--- config.mk ---
export PLATFORM = sky130hd
export DESIGN_NAME = exec_stage
export DESIGN_NICKNAME = d
export VERILOG_FILES = /design/src/rtl/exec_stage.sv
export SDC_FILE = /design/constraint.sdc
export NUM_CORES = 1
export LEC_CHECK = 0
export CAP_MARGIN = 40
export CORE_MARGIN = 4
export CORE_UTILIZATION = 61
export CTS_CLUSTER_DIAMETER = 80
export CTS_CLUSTER_SIZE = 40
export DETAILED_ROUTE_END_ITERATION = 8
export PLACE_DENSITY = 0.83
export SYNTH_ARGS = -nofsm -noshare
export SYNTH_HDL_FRONTEND = slang
export SYNTH_SLANG_ARGS = --single-unit
export TNS_END_PERCENT = 100
--- constraint.sdc ---
create_clock -name clk -period 9.74 [get_ports clk]
set_input_delay 1.461 -clock clk [delete_from_list [all_inputs] [get_ports clk]]
set_output_delay 1.461 -clock clk [all_outputs]
set_load 0.01 [all_outputs]
--- src/rtl/exec_stage.sv ---
`default_nettype none
// ============================================================================
// Module   : exec_stage
// Purpose  : Execute/writeback stage: 8-bit ALU plus iterative shift-add MUL,
//            drives the register file write port through a one-op handshake.
// Revision : 1.0  initial release
// ============================================================================
module exec_stage (
  input  logic       clk,
  input  logic       rst,
  input  logic       valid_i,
  input  logic [2:0] op_i,
  input  logic [2:0] destReg_i,
  input  logic [7:0] operandA_i,
  input  logic [7:0] operandB_i,
  output logic       ready_o,
  output logic       writeFlag_o,
  output logic [2:0] destReg_o,
  output logic [7:0] data_o,
  output logic       carry_o,
  output logic       zero_o
);

  localparam logic [1:0] S_IDLE = 2'd0;
  localparam logic [1:0] S_MUL  = 2'd1;
  localparam logic [1:0] S_WB   = 2'd2;

  localparam logic [2:0] OP_ADD = 3'd0;
  localparam logic [2:0] OP_SUB = 3'd1;
  localparam logic [2:0] OP_AND = 3'd2;
  localparam logic [2:0] OP_OR  = 3'd3;
  localparam logic [2:0] OP_XOR = 3'd4;
  localparam logic [2:0] OP_SHL = 3'd5;
  localparam logic [2:0] OP_SHR = 3'd6;
  localparam logic [2:0] OP_MUL = 3'd7;

  logic [1:0]  state_q, state_d;
  logic [7:0]  a_q, a_d, b_q, b_d;
  logic [2:0]  dest_q, dest_d;
  logic [2:0]  step_q, step_d;
  logic [15:0] acc_q, acc_d;
  logic [15:0] partial;
  logic [8:0]  alu_res;
  logic        wb_go;
  logic [7:0]  wb_data;
  logic        wb_carry;

  logic        ready_q, wf_q, carry_q, zero_q;
  logic [2:0]  wdest_q;
  logic [7:0]  data_q;

  // {carry, result} for the single-cycle ops, taken straight from the issue port
  always_comb begin
    case (op_i)
      OP_ADD:  alu_res = {1'b0, operandA_i} + {1'b0, operandB_i};
      OP_SUB:  alu_res = {1'b0, operandA_i} - {1'b0, operandB_i};
      OP_AND:  alu_res = {1'b0, operandA_i & operandB_i};
      OP_OR:   alu_res = {1'b0, operandA_i | operandB_i};
      OP_XOR:  alu_res = {1'b0, operandA_i ^ operandB_i};
      OP_SHL:  alu_res = {1'b0, operandA_i << operandB_i[2:0]};
      OP_SHR:  alu_res = {1'b0, operandA_i >> operandB_i[2:0]};
      default: alu_res = 9'd0;
    endcase
  end

  assign partial = b_q[step_q] ? ({8'd0, a_q} << step_q) : 16'd0;

  always_ff @(posedge clk) begin
    if (rst) begin
      state_q <= S_IDLE;
      a_q     <= 8'd0;
      b_q     <= 8'd0;
      dest_q  <= 3'd0;
      step_q  <= 3'd0;
      acc_q   <= 16'd0;
      ready_q <= 1'b1;
      wf_q    <= 1'b0;
      wdest_q <= 3'd0;
      data_q  <= 8'd0;
      carry_q <= 1'b0;
      zero_q  <= 1'b0;
    end else begin
      state_q <= state_d;
      a_q     <= a_d;
      b_q     <= b_d;
      dest_q  <= dest_d;
      step_q  <= step_d;
      acc_q   <= acc_d;
      ready_q <= (state_d == S_IDLE);
      wf_q    <= wb_go;
      if (wb_go) begin
        wdest_q <= dest_d;
        data_q  <= wb_data;
        carry_q <= wb_carry;
        zero_q  <= (wb_data == 8'd0);
      end
    end
  end

  always_comb begin
    state_d  = state_q;
    a_d      = a_q;
    b_d      = b_q;
    dest_d   = dest_q;
    step_d   = step_q;
    acc_d    = acc_q;
    wb_go    = 1'b0;
    wb_data  = data_q;
    wb_carry = carry_q;
    case (state_q)
      S_IDLE: begin
        if (valid_i) begin
          a_d    = operandA_i;
          b_d    = operandB_i;
          dest_d = destReg_i;
          if (op_i == OP_MUL) begin
            acc_d   = 16'd0;
            step_d  = 3'd0;
            state_d = S_MUL;
          end else begin
            wb_go    = 1'b1;
            wb_data  = alu_res[7:0];
            wb_carry = alu_res[8];
            state_d  = S_WB;
          end
        end
      end
      S_MUL: begin
        acc_d  = acc_q + partial;
        step_d = step_q + 3'd1;
        // Last step writes back from the accumulator value being formed now
        if (step_q == 3'd7) begin
          wb_go    = 1'b1;
          wb_data  = acc_d[7:0];
          wb_carry = |acc_d[15:8];
          state_d  = S_WB;
        end
      end
      S_WB:    state_d = S_IDLE;
      default: state_d = S_IDLE;
    endcase
  end

  always_comb begin
    ready_o     = ready_q;
    writeFlag_o = wf_q;
    destReg_o   = wdest_q;
    data_o      = data_q;
    carry_o     = carry_q;
    zero_o      = zero_q;
  end

endmodule
`default_nettype wire

# Word-level counts from Yosys, hierarchy flattened
# Index checks and enable logic that the tools add are counted.
op_classes:
  reduce_logical: 9
  bitwise_logic: 3
  n_addsub: 4
  muxes: 28
  order_cmp: 1
  n_eq_ne: 13
  shifts: 3
ops:
  columns: ["operator", "count"]
  rows:
  - ["9-bit case mux with 7 select lines", 1]
  - ["16-bit 2-to-1 mux", 3]
  - ["16-bit case mux with 2 select lines", 1]
  - ["8-bit 2-to-1 mux", 3]
  - ["16-bit adder", 1]
  - ["8-bit case mux with 2 select lines", 1]
  - ["8-bit by 3-bit left shift with 16-bit output", 1]
  - ["3-bit == test (second input constant)", 5]
  - ["3-bit 2-to-1 mux", 4]
  - ["8-bit by 8-bit adder with 9-bit output", 1]
  - ["8-bit by 8-bit subtractor with 9-bit output", 1]
  - ["8-bit AND", 1]
  - ["8-bit logical NOT", 1]
  - ["2-bit != test (second input constant)", 4]
  - ["8-bit OR", 1]
  - ["8-bit OR reduction", 1]
  - ["8-bit by 3-bit left shift with 8-bit output", 1]
  - ["8-bit by 3-bit >> shifter with 8-bit output", 1]
  - ["8-bit XOR", 1]
  - ["1-bit 2-to-1 mux", 7]
  - ["3-bit by 2-bit == test with 1-bit output (second input constant)", 2]
  - ["2-bit 2-to-1 mux", 3]
  - ["3-bit case mux with 2 select lines", 1]
  - ["5-bit AND reduction", 1]
  - ["other kinds (12)", 14]
word_totals:
  output_inout_bits: 15
  register_bits: 55
  input_bits: 25

# Depth between registers and ports, before layout
logic_depth:
  ltp_word: 7
  mapped_depth: 16

# Worst setup path before layout
# OpenSTA, ideal clock, no wires.
synth_path:
  kind: "input to register"
  start: "in op_i[1]"
  end: "reg zero_q (netlist: zero_o)"
  path_slack_ns: 5.443
  required_ns: 9.656
  setup_time_ns: 0.084
  t_arrival_ns: 4.213
  stages: 13
  path_cell_list: "buf_2 -> clkbuf_1 -> nor2_1 -> and2_1 -> clkbuf_1 -> mux2_2 -> fa_1 -> o21ai_0 -> a2111oi_1 -> nand3_1 -> a221oi_1 -> nand4_1 -> o31ai_2"
synth_via:
  elab_chain_cells: 6
  word_cells_on_any_way: 16
synth_lines:
  columns: ["element", "line", "source"]
  rows:
  - ["start: declaration", "12", "input logic [2:0] op_i,"]
  - ["3-bit == test (tied with other cells)", "54", "case (op_i)"]
  - ["9-bit case mux with 7 select lines", "54", null]
  - ["8-bit 2-to-1 mux", "116", "if (op_i == OP_MUL) begin"]
  - ["8-bit 2-to-1 mux", "112", "if (valid_i) begin"]
  - ["8-bit case mux with 2 select lines", "110", "case (state_q)"]
  - ["8-bit logical NOT", "95", "zero_q <= (wb_data == 8'd0);"]
  - ["end signal: assignment", "95", null]
  - ["end: declaration", "48", "logic ready_q, wf_q, carry_q, zero_q;"]
# Parallel ways exist; a longest one is shown, timed or not.
# A chain may end at the register's enable or synchronous reset.

# Worst setup path after layout
layout_path:
  start: "in operandB_i[0]"
  end: "reg zero_q (netlist: zero_o)"
layout_via:
  elab_chain_cells: 6
  word_cells_on_any_way: 12
layout_lines:
  columns: ["element", "line", "source"]
  rows:
  - ["start: declaration", "15", "input logic [7:0] operandB_i,"]
  - ["8-bit by 8-bit subtractor with 9-bit output (tied with other cells)", "56", "OP_SUB: alu_res = {1'b0, operandA_i} - {1'b0, operandB_i};"]
  - ["9-bit case mux with 7 select lines (*)", "54", null]
  - ["8-bit 2-to-1 mux (*)", "116", null]
  - ["8-bit 2-to-1 mux (*)", "112", null]
  - ["8-bit case mux with 2 select lines (*)", "110", null]
  - ["8-bit logical NOT (*)", "95", null]
# Every way passes the cells marked *; elsewhere a longest branch is shown, timed or not.

==> results.yml <==
synthesis:
  synth-seq-cells: 55
  synth_top_family_by_area: "compound AO/OA/AOI/OAI gates"
  synth_nets: 690
  synth_area_um2: 4890
  synth_edf_count: 0
  synth.avg_cell_area_um2: 7.88
  synth_compound_area_share_pct: 24.7
  synthAdderAreaFrac_pct: 11.8
  ys_types: 79
  synthArstFlopShare_pct: 0
  netlist_top_cells_area: "dfxtp_1, ha_1, nor2_1"
  yosys_warnings: 0
  synth.top_cell.area_share_pct: 22.5
  synth_xor_area_share_pct: 3.76
  netlist_instances: 620
  yosysTopAreaCell: "dfxtp_1"
  synthMuxAreaShare_pct: 10.4
  synth-seq-area-share_pct: 22.5
  synth_top_flop_cell: "dfxtp_1"
  yosys.area_share.simple_pct: 21.2
worst_setup_path:
  critical_path_arrival_ps: 5160
  r2r_cells: 12
  crit_path_start_kind: "input port"
  worstSetupPathType: "in2reg"
  crit_fanout: 19
  required_ps: 9980
  critPathCaptureType: "flop"
clocking:
  clk_latency_ps: 320
  clock_sinks: 55
  cts.clk_slew.worst_paths_ps: 100
  cts_tree: "built"
  hold_buffers: 0
  cts_root_buf: "clkbuf_8"
  htreeDepth: 2
  postCtsSetupBuffers: 0
  cts_resized: 0
  cts_made_buffers: 5
  cts_buffer_depth: 2
timing:
  skew_ps: 18.6
  relSlewSlack_pct: 32.7
  setup_viol: 0
  period_share_pct: 50.6
  rsz0062_at_grt: "false"
  worst_pin_slew_ps: 1010
  clock.fmax_ghz: 0.203
  finalMaxSlewViolations: 0
  min_period_ps: 4930
  final.setup.tns_ps: 0
  hold_violations: 0
hold_path:
  whs_path_depth: 2
  worstHoldPathType: "reg2reg"
global_route:
  grt_max_degree: 47
  grt_pass1_wl_mm: 23.6
  grt_pass1_vias: 4567
  track_usage_pct: 30.2
  globalRouteOverflowTotal: 0
  grt_antenna_before_repair: 0
floorplan:
  rows: 32
  core_region_area_um2: 7770
  initial_core_util_pct: 62.9
  ioPinCount: 40
  die_h_um: 97.5
  die_area_um2: 9510
  die_w_um: 97.5
route:
  drt-initial-drc-count: 406
  post-route-drc-count: 0
  viasPerCell: 6.48
  routed_wl_mm: 14.4
  wire_per_inst_um: 19.6
  drtPass1Iterations: 6
  num_vias: 4763
  drtAntennaViolNets: 0
job:
  cap_violations: 0
finish:
  layout_commonest_cell: "nor2_1"
  drive_gt1_share_pct: 7.42
  utilization_pct: 69.2
  n_antenna_cell: 0
  area_growth_pct: 9.96
  fin_nets: 702
  layout_common_cells: "nor2_1, nand2_1, dfxtp_1, a21oi_1, ha_1"
power:
  pwr_density_cell_nw_per_um2: 103
  p_leak_nw: 2.15
  ir_drop_uv: 91.3
place:
  gp_routability_congestion: 1.01
  hpwlAfterDp_mm: 11.0
  io_buffers: 39
outcome:
  status: "complete, no violations"
-- Yosys cell counts, drive strengths merged (5+ instances only) --
cell type	count
clkbuf	26
mux4	8
nand2b	9
nand2	65
and2	5
o211ai	6
buf	13
nor2	75
ha	43
o21ai	20
inv	27
a21o	6
a22oi	18
a31oi	8
mux2i	25
a221oi	5
nand3	12
xor2	5
dfxtp	55
xnor2	16
a211oi	11
or2	6
nor2b	10
nor3	11
mux2	7
a21oi	53
-- stage by stage --
step	setup slack (ps)	instances	hold slack, ps	instance area, um^2	total power [mW]
finish	4810	735	461	5380	0.552
global route	4450	735	486	5380	0.580
CTS	4820	735	469	5380	0.551
detailed placement	4490	727	454	5280	0.417
global placement	4570	724	440	5250	0.412
floorplan	5440	620	433	4890	0.360
-- area by class of cell --
cell class / instances / area (um^2)
multi-input cells: 498 / 3520
fillers: 693 / 2390
flip-flops and latches: 55 / 1100
repair buffers: 44 / 433
well taps: 102 / 128
inverters: 28 / 105
clock buffers: 5 / 68.8
clock inverters: 3 / 23.8
-- worst paths after layout --
path                  from  endpoint  slack, ps
max          operandB_i[0]    zero_o       4810
min                 b_q[6]    b_q[6]        460
max reg2reg      step_q[0]   carry_o       5230
min reg2reg         b_q[6]    b_q[6]        460
-- state kept, by name, indices dropped and copies added (netlist names) --
register / cells
a_q: 8
state_q: 2
dest_q: 3
acc_q: 16
zero_o: 1
carry_o: 1
writeFlag_o: 1
ready_o: 1
b_q: 8
destReg_o: 3
data_o: 8
step_q: 3
-- worst max-delay path, stage by stage --
cell             delay [ps]
clkdlybuf4s50_1        1030
inv_1                   320
ha_1                    340
nor2_1                  140
xnor2_1                  80
ha_1                    350
o21ai_0                 190
a21oi_1                  90
o22ai_1                 220
o21ai_0                 160
xor2_1                  160
a221o_1                 390
o31ai_2                 230
-- layer usage --
metal / GRT usage [%] / up-vias / share of wire (%)
li1: - / 2292 / -
met3: 7.68 / 32 / 8.6
met5: 0 / - / 0
met1: 40.7 / 2233 / 42
met2: 47.8 / 206 / 46
met4: 8.95 / 0 / 2.6
-- kinds of logic after synthesis --
group / Yosys count
mux: 40
fa+ha+maj: 45
compound gates: 172
xor+xnor: 21
simple gates: 220
buf+inv: 67
flops: 55
-- report_power, final --
group	leakage, nW	switching (mW)	internal, mW
Combinational	1.65	0.0966	0.0734
Sequential	0.449	0.00991	0.236
Clock	0.0461	0.0838	0.0522
Total	2.15	0.190	0.362
Note: power is estimated with default switching activity, not from simulation.
